`src/rtl/fft_pkg.sv`:
```
// ============================================================================
// Module      : fft_pkg
// Description : Shared state encoding and elaboration helpers for the FFT
//               twiddle sequencer.
// Revision    : 1.0 - initial release
// ============================================================================
`default_nettype none

package fft_pkg;

    typedef enum logic [1:0] {
        FILL = 2'd0,
        BFLY = 2'd1,
        TWID = 2'd2
    } fft_state_e;

    localparam real C_TWO_PI = 6.283185307179586;

    // Ceiling log2 for elaboration-time sizing; clog2(1) = 0.
    function automatic int clog2(input int v);
        int r;
        r = 0;
        for (int i = 0; i < 31; i++) begin
            if ((1 << i) < v) begin
                r = i + 1;
            end
        end
        return r;
    endfunction

endpackage

`default_nettype wire

```
`src/rtl/twiddle_rom.sv`:
```
// ============================================================================
// Module      : twiddle_rom
// Description : Combinational twiddle table for k = 0..N_STAGE/2-1, returning
//               (cos, -sin) scaled by 2^FRAC. Define TWIDDLE_QUARTER_ROM_EN
//               to store only a quarter-wave cosine table.
// Revision    : 1.0 - initial release
// ============================================================================
`default_nettype none

module twiddle_rom
    import fft_pkg::*;
#(
    parameter int N_STAGE = 64,
    parameter int W       = 24,
    parameter int FRAC    = 8
) (
    input  logic [clog2(N_STAGE/2)-1:0] k,
    output logic signed [W-1:0]         w_r,
    output logic signed [W-1:0]         w_i
);

    localparam int H  = N_STAGE / 2;
    localparam int KW = clog2(H);

    // Round half away from zero, then truncate to the table width.
    function automatic logic signed [W-1:0] quant(input real x);
        real    r;
        longint m;
        r = (2.0 ** FRAC) * x;
        if (r >= 0.0) begin
            m = longint'($floor(r + 0.5));
        end else begin
            m = -longint'($floor(-r + 0.5));
        end
        return m[W-1:0];
    endfunction

`ifdef TWIDDLE_QUARTER_ROM_EN
    localparam int Q = N_STAGE / 4;
    localparam logic [KW-1:0] C_Q = KW'(Q);

    logic signed [W-1:0] cq [Q+1];

    for (genvar j = 0; j <= Q; j++) begin : g_qtab
        localparam logic signed [W-1:0] C_VAL =
            quant($cos(C_TWO_PI * real'(j) / real'(N_STAGE)));
        assign cq[j] = C_VAL;
    end

    // H-k modulo 2^KW equals -k because H = 2^KW.
    logic [KW-1:0] w_h_minus_k;
    logic [KW-1:0] w_k_minus_q;
    logic [KW-1:0] w_q_minus_k;

    assign w_h_minus_k = -k;
    assign w_k_minus_q = k - C_Q;
    assign w_q_minus_k = C_Q - k;

    always_comb begin
        w_r = '0;
        w_i = '0;
        if (k <= C_Q) begin
            w_r = cq[k];
            w_i = -cq[w_q_minus_k];
        end else begin
            w_r = -cq[w_h_minus_k];
            w_i = -cq[w_k_minus_q];
        end
    end
`else
    logic signed [W-1:0] tab_r [H];
    logic signed [W-1:0] tab_i [H];

    for (genvar j = 0; j < H; j++) begin : g_ftab
        localparam logic signed [W-1:0] C_R =
            quant($cos(C_TWO_PI * real'(j) / real'(N_STAGE)));
        localparam logic signed [W-1:0] C_I =
            -quant($sin(C_TWO_PI * real'(j) / real'(N_STAGE)));
        assign tab_r[j] = C_R;
        assign tab_i[j] = C_I;
    end

    assign w_r = tab_r[k];
    assign w_i = tab_i[k];
`endif

endmodule

`default_nettype wire

```
`src/rtl/twiddle_seq.sv`:
```
// ============================================================================
// Module      : twiddle_seq
// Description : Twiddle and phase sequencer for one radix-2 SDF FFT stage.
//               Build option: TWIDDLE_QUARTER_ROM_EN selects the quarter-wave
//               table inside twiddle_rom.
// Revision    : 1.0 - initial release
// ============================================================================
`default_nettype none

module twiddle_seq
    import fft_pkg::*;
#(
    parameter int N_STAGE = 64,
    parameter int W       = 24,
    parameter int FRAC    = 8
) (
    input  logic                        clk,
    input  logic                        rst,
    input  logic                        in_valid,
    input  logic                        inverse,
    output logic signed [W-1:0]         w_r,
    output logic signed [W-1:0]         w_i,
    output logic [1:0]                  state,
    output logic [clog2(N_STAGE/2)-1:0] tw_idx,
    output logic                        out_valid,
    output logic                        frame_done
);

    localparam int H  = N_STAGE / 2;
    localparam int KW = clog2(H);
    localparam logic [KW-1:0]       C_LAST = KW'(H - 1);
    localparam logic signed [W-1:0] C_ONE  = W'(2 ** FRAC);

    fft_state_e          state_q, state_d;
    logic [KW-1:0]       cnt_q, cnt_d;
    logic                inv_q, inv_d;
    logic                inv_eff;
    logic signed [W-1:0] w_r_q, w_r_d;
    logic signed [W-1:0] w_i_q, w_i_d;
    logic [KW-1:0]       tw_idx_q, tw_idx_d;
    logic                valid_q, valid_d;
    logic                done_q, done_d;
    logic signed [W-1:0] rom_r;
    logic signed [W-1:0] rom_i;

    twiddle_rom #(
        .N_STAGE (N_STAGE),
        .W       (W),
        .FRAC    (FRAC)
    ) u_rom (
        .k   (cnt_q),
        .w_r (rom_r),
        .w_i (rom_i)
    );

    always_comb begin
        state_d  = state_q;
        cnt_d    = cnt_q;
        inv_d    = inv_q;
        inv_eff  = inv_q;
        w_r_d    = w_r_q;
        w_i_d    = w_i_q;
        tw_idx_d = tw_idx_q;
        valid_d  = 1'b0;
        done_d   = 1'b0;
        if (in_valid) begin
            valid_d = 1'b1;
            cnt_d   = cnt_q + 1'b1;
            if (state_q == TWID) begin
                // The first TWID sample uses the live input and captures it.
                if (cnt_q == '0) begin
                    inv_eff = inverse;
                    inv_d   = inverse;
                end
                tw_idx_d = cnt_q;
                w_r_d    = rom_r;
                w_i_d    = inv_eff ? -rom_i : rom_i;
                done_d   = (cnt_q == C_LAST);
            end else begin
                tw_idx_d = '0;
                w_r_d    = C_ONE;
                w_i_d    = '0;
            end
            if (cnt_q == C_LAST) begin
                case (state_q)
                    FILL:    state_d = BFLY;
                    BFLY:    state_d = TWID;
                    TWID:    state_d = BFLY;
                    default: state_d = FILL;
                endcase
            end
        end
    end

    always_ff @(posedge clk) begin
        if (rst) begin
            state_q  <= FILL;
            cnt_q    <= '0;
            inv_q    <= 1'b0;
            w_r_q    <= C_ONE;
            w_i_q    <= '0;
            tw_idx_q <= '0;
            valid_q  <= 1'b0;
            done_q   <= 1'b0;
        end else begin
            state_q  <= state_d;
            cnt_q    <= cnt_d;
            inv_q    <= inv_d;
            w_r_q    <= w_r_d;
            w_i_q    <= w_i_d;
            tw_idx_q <= tw_idx_d;
            valid_q  <= valid_d;
            done_q   <= done_d;
        end
    end

    // The reported phase is that of the sample just presented on the outputs.
    logic [1:0] state_out_q;
    always_ff @(posedge clk) begin
        if (rst) begin
            state_out_q <= 2'(FILL);
        end else if (in_valid) begin
            state_out_q <= 2'(state_q);
        end
    end

    assign w_r        = w_r_q;
    assign w_i        = w_i_q;
    assign state      = state_out_q;
    assign tw_idx     = tw_idx_q;
    assign out_valid  = valid_q;
    assign frame_done = done_q;

endmodule

`default_nettype wire
```
`config.mk`:
```
export PLATFORM = sky130hd
export DESIGN_NAME = twiddle_seq
export DESIGN_NICKNAME = d
export VERILOG_FILES = /design/src/rtl/fft_pkg.sv /design/src/rtl/twiddle_rom.sv /design/src/rtl/twiddle_seq.sv
export SDC_FILE = /design/constraint.sdc
export NUM_CORES = 1
export LEC_CHECK = 0
export BUFFER_PORTS_ARGS = -buffer_cell sky130_fd_sc_hd__buf_2
export CORE_MARGIN = 2
export CORE_UTILIZATION = 33
export CTS_CLUSTER_SIZE = 30
export DETAILED_ROUTE_END_ITERATION = 10
export PLACE_DENSITY = 0.59
export SETUP_SLACK_MARGIN = 0.4
export SYNTH_ARGS = -nofsm -noshare
export SYNTH_HDL_FRONTEND = slang
export SYNTH_SLANG_ARGS = --single-unit
```
`constraint.sdc`:
```
create_clock -name clk -period 3.68 [get_ports clk]
set_clock_uncertainty 0.05 [all_clocks]
set_input_delay 0.736 -clock clk [delete_from_list [all_inputs] [get_ports clk]]
set_output_delay 0.736 -clock clk [all_outputs]
set_load 0.01 [all_outputs]
```
==> results.toml <==
[run_status]
status = "finished clean"

[logic_synthesis]
postSynth.asyncResetShare = 0
ys_types = 58
synth_top_area_share = 0.344
synth_seq_cells = 47
yosysMostFrequentCell = "dfxtp_1"
netlist_top_cells_count = "dfxtp_1, nor2_1, nand2_1"
syn_nets = 332
synthCells = 316
synth_top_area_cell = "dfxtp_1"
synth.yosys.warnings = 0
yosysSeqAreaShare = 0.344
synth_flop_cell = "dfxtp_1"
synth-edff-count = 0
syn_area_per_cell_um2 = 8.66
synth.cell_area_um2 = 2740
yosys-top-cells-area = "dfxtp_1, buf_4, ha_1, nor2_1, mux2i_1"

[place]
io_buffers = 60
dp_slack_ns = 0.518
place_hpwl_mm = 4.76
gp_congestion = 0.871

[sta]
rsz0062_at_grt = "false"
fmax_mhz = 329
layout_setup_ws_ns = 0.642
fin_crit_sh = 0.826
report.final.hold_viol_count = 0
tightest_slew_ns = 0.751
fin_crit_ns = 3.04
max-slew-margin-rel = 0.499
tns_ns = 0
drv_slew = 0
setup_violations = 0

[final_layout]
fin_nets = 367
area_delta_synth_final_pct = 13.3
fin_util = 0.381
diodes = 0
drive_gt1_frac = 0.264

[clock_tree]
clockBufferDepth = 2
cts_sinks = 47
cts_tree = "built"
numCtsBuffers = 5
clk_latency_ns = 0.30
cts_setup_buffers = 0
cts_root_buf = "clkbuf_8"
htree_num_levels = 2
postCtsHoldBufs = 0
clk_pin_slew_worst_paths_ns = 0.09

[floorplan]
die_x_um = 95.1
rows = 33
dieArea_um2 = 9040
die_h_um = 95.1
io_pins = 61
start_util = 0.336
core_area_um2 = 8130

[routing]
wl_mm = 6.69
vias = 2356
wl_per_cell_um = 14.6
drc = 0
viasPerCell = 5.16
ant_nets = 0
drt-pass1-iter-count = 4
drt_iter0_drc = 132

[critical_path]
cp.required_ns = 3.80
crit_arrival_ns = 3.15
crit_fanout = 13
critPathLaunchType = "flop"
worstSetupEndpointType = "flop"
crit_type = "reg -> reg"

[power]
pwr-share-seq = 0.483
clkPwrFrac = 0.322
power_frac_comb = 0.194
p_int_mw = 0.764
ir_drop_mv = 0.167
swShare = 0.285
leakagePower_nw = 1.36
power.switching_mw = 0.304
p_per_area_nw_per_um2 = 344

[worst_hold_path]
hold_path.class = "reg -> reg"

[global_route]
grt_pass1_wl_mm = 10.7
grt_max_degree = 42
grt.total_usage = 0.151
gr-total-overflow = 0
grt_pass1_vias = 2147
antenna_found_initial = 0

[job]
drv_cap = 0
-- cell type report --
type | instances | area, um2
Clock buffer | 7 | 96.3
Clock inverter | 1 | 7.51
Sequential cell | 47 | 942
Timing Repair Buffer | 68 | 360
Fill cell | 855 | 5030
Tap cell | 105 | 131
Multi-Input combinational cell | 220 | 1530
Inverter | 9 | 33.8
-- logic make-up after synthesis --
| family | share of synthesized area |
|---|---|
| muxes | 0.0855 |
| DFF | 0.344 |
| AOI/OAI and AO/OA | 0.228 |
| buffers and inverters | 0.0988 |
| xor gates and xnor gates | 0.0256 |
| adders and majority gates | 0.0549 |
| and+or+nand+nor | 0.163 |
-- power by group through the flow --
stage               Combinational (mW)  Sequential, mW  Clock, mW
global route                     0.229           0.517      0.380
floorplan                        0.158           0.527          0
detailed placement               0.203           0.528          0
CTS                              0.205           0.516      0.357
finish                           0.207           0.516      0.344
global placement                 0.203           0.527          0
-- worst max-delay path, cell delays in order (launching register included) --
cell and delay (ns):
dfxtp_2 0.46, inv_1 0.14, ha_1 0.40, mux2_2 0.32, a221o_1 0.32, o22ai_2 0.25
nand2_2 0.10, or3_1 0.36, ha_1 0.28, a21oi_1 0.05, a21oi_1 0.12, nor2_1 0.05
-- worst paths after layout --
| check | start | to | slack (ns) | depth (start not counted) |
|---|---|---|---|---|
| worst max-delay path | cnt_q[1] | w_i[8] | 0.64 | 11 |
| worst min-delay path | w_i[10] | w_i[10] | 0.41 | 1 |
| worst max register to register | cnt_q[1] | w_i[8] | 0.64 | 11 |
| worst min register to register | w_i[10] | w_i[10] | 0.41 | 1 |
-- per-layer routing --
layer / part of all wire / track usage / vias up
li1: - / - / 1184
met1: 0.51 / 0.211 / 1103
met2: 0.44 / 0.234 / 65
met3: 0.046 / 0.0379 / 4
met4: 0.0043 / 0.0326 / 0
met5: 0 / 0 / -
-- cell usage in the layout (no fill, tap or decap), drive strengths merged, types with 4 or more instances in the layout --
master,count
mux4,4
clkbuf,7
nand2,26
nand2b,4
ha,12
buf,68
nor2,39
a22oi,10
xnor2,5
inv,8
nor2b,6
dfxtp,47
o21ai,11
a21o,5
a22o,5
a31oi,7
mux2i,11
a21oi,19
-- flip-flops by register name, summed over array words and instances (netlist names) --
| signal | flops |
|---|---|
| frame_done | 1 |
| out_valid | 1 |
| tw_idx | 5 |
| cnt_q | 5 |
| w_i | 20 |
| w_r | 10 |
| inv_q | 1 |
| state_q | 2 |
| state | 2 |
-- metrics by stage --
step	hold slack, ns	power [mW]	instance area [um2]	instances
after floorplan	0.432	0.685	2740	316
after global routing	0.435	1.13	3100	457
after CTS	0.417	1.08	3100	457
after global placement	0.380	0.730	2990	449
after detailed placement	0.396	0.731	2990	449
final	0.408	1.07	3100	457
-- what timing repair did --
item                       in CTS  in global routing
gates resized for setup         0                  2
setup endpoints to repair       0                  2
hold endpoints to repair        0                  0
No activity file was read; power rests on OpenSTA's default activity.
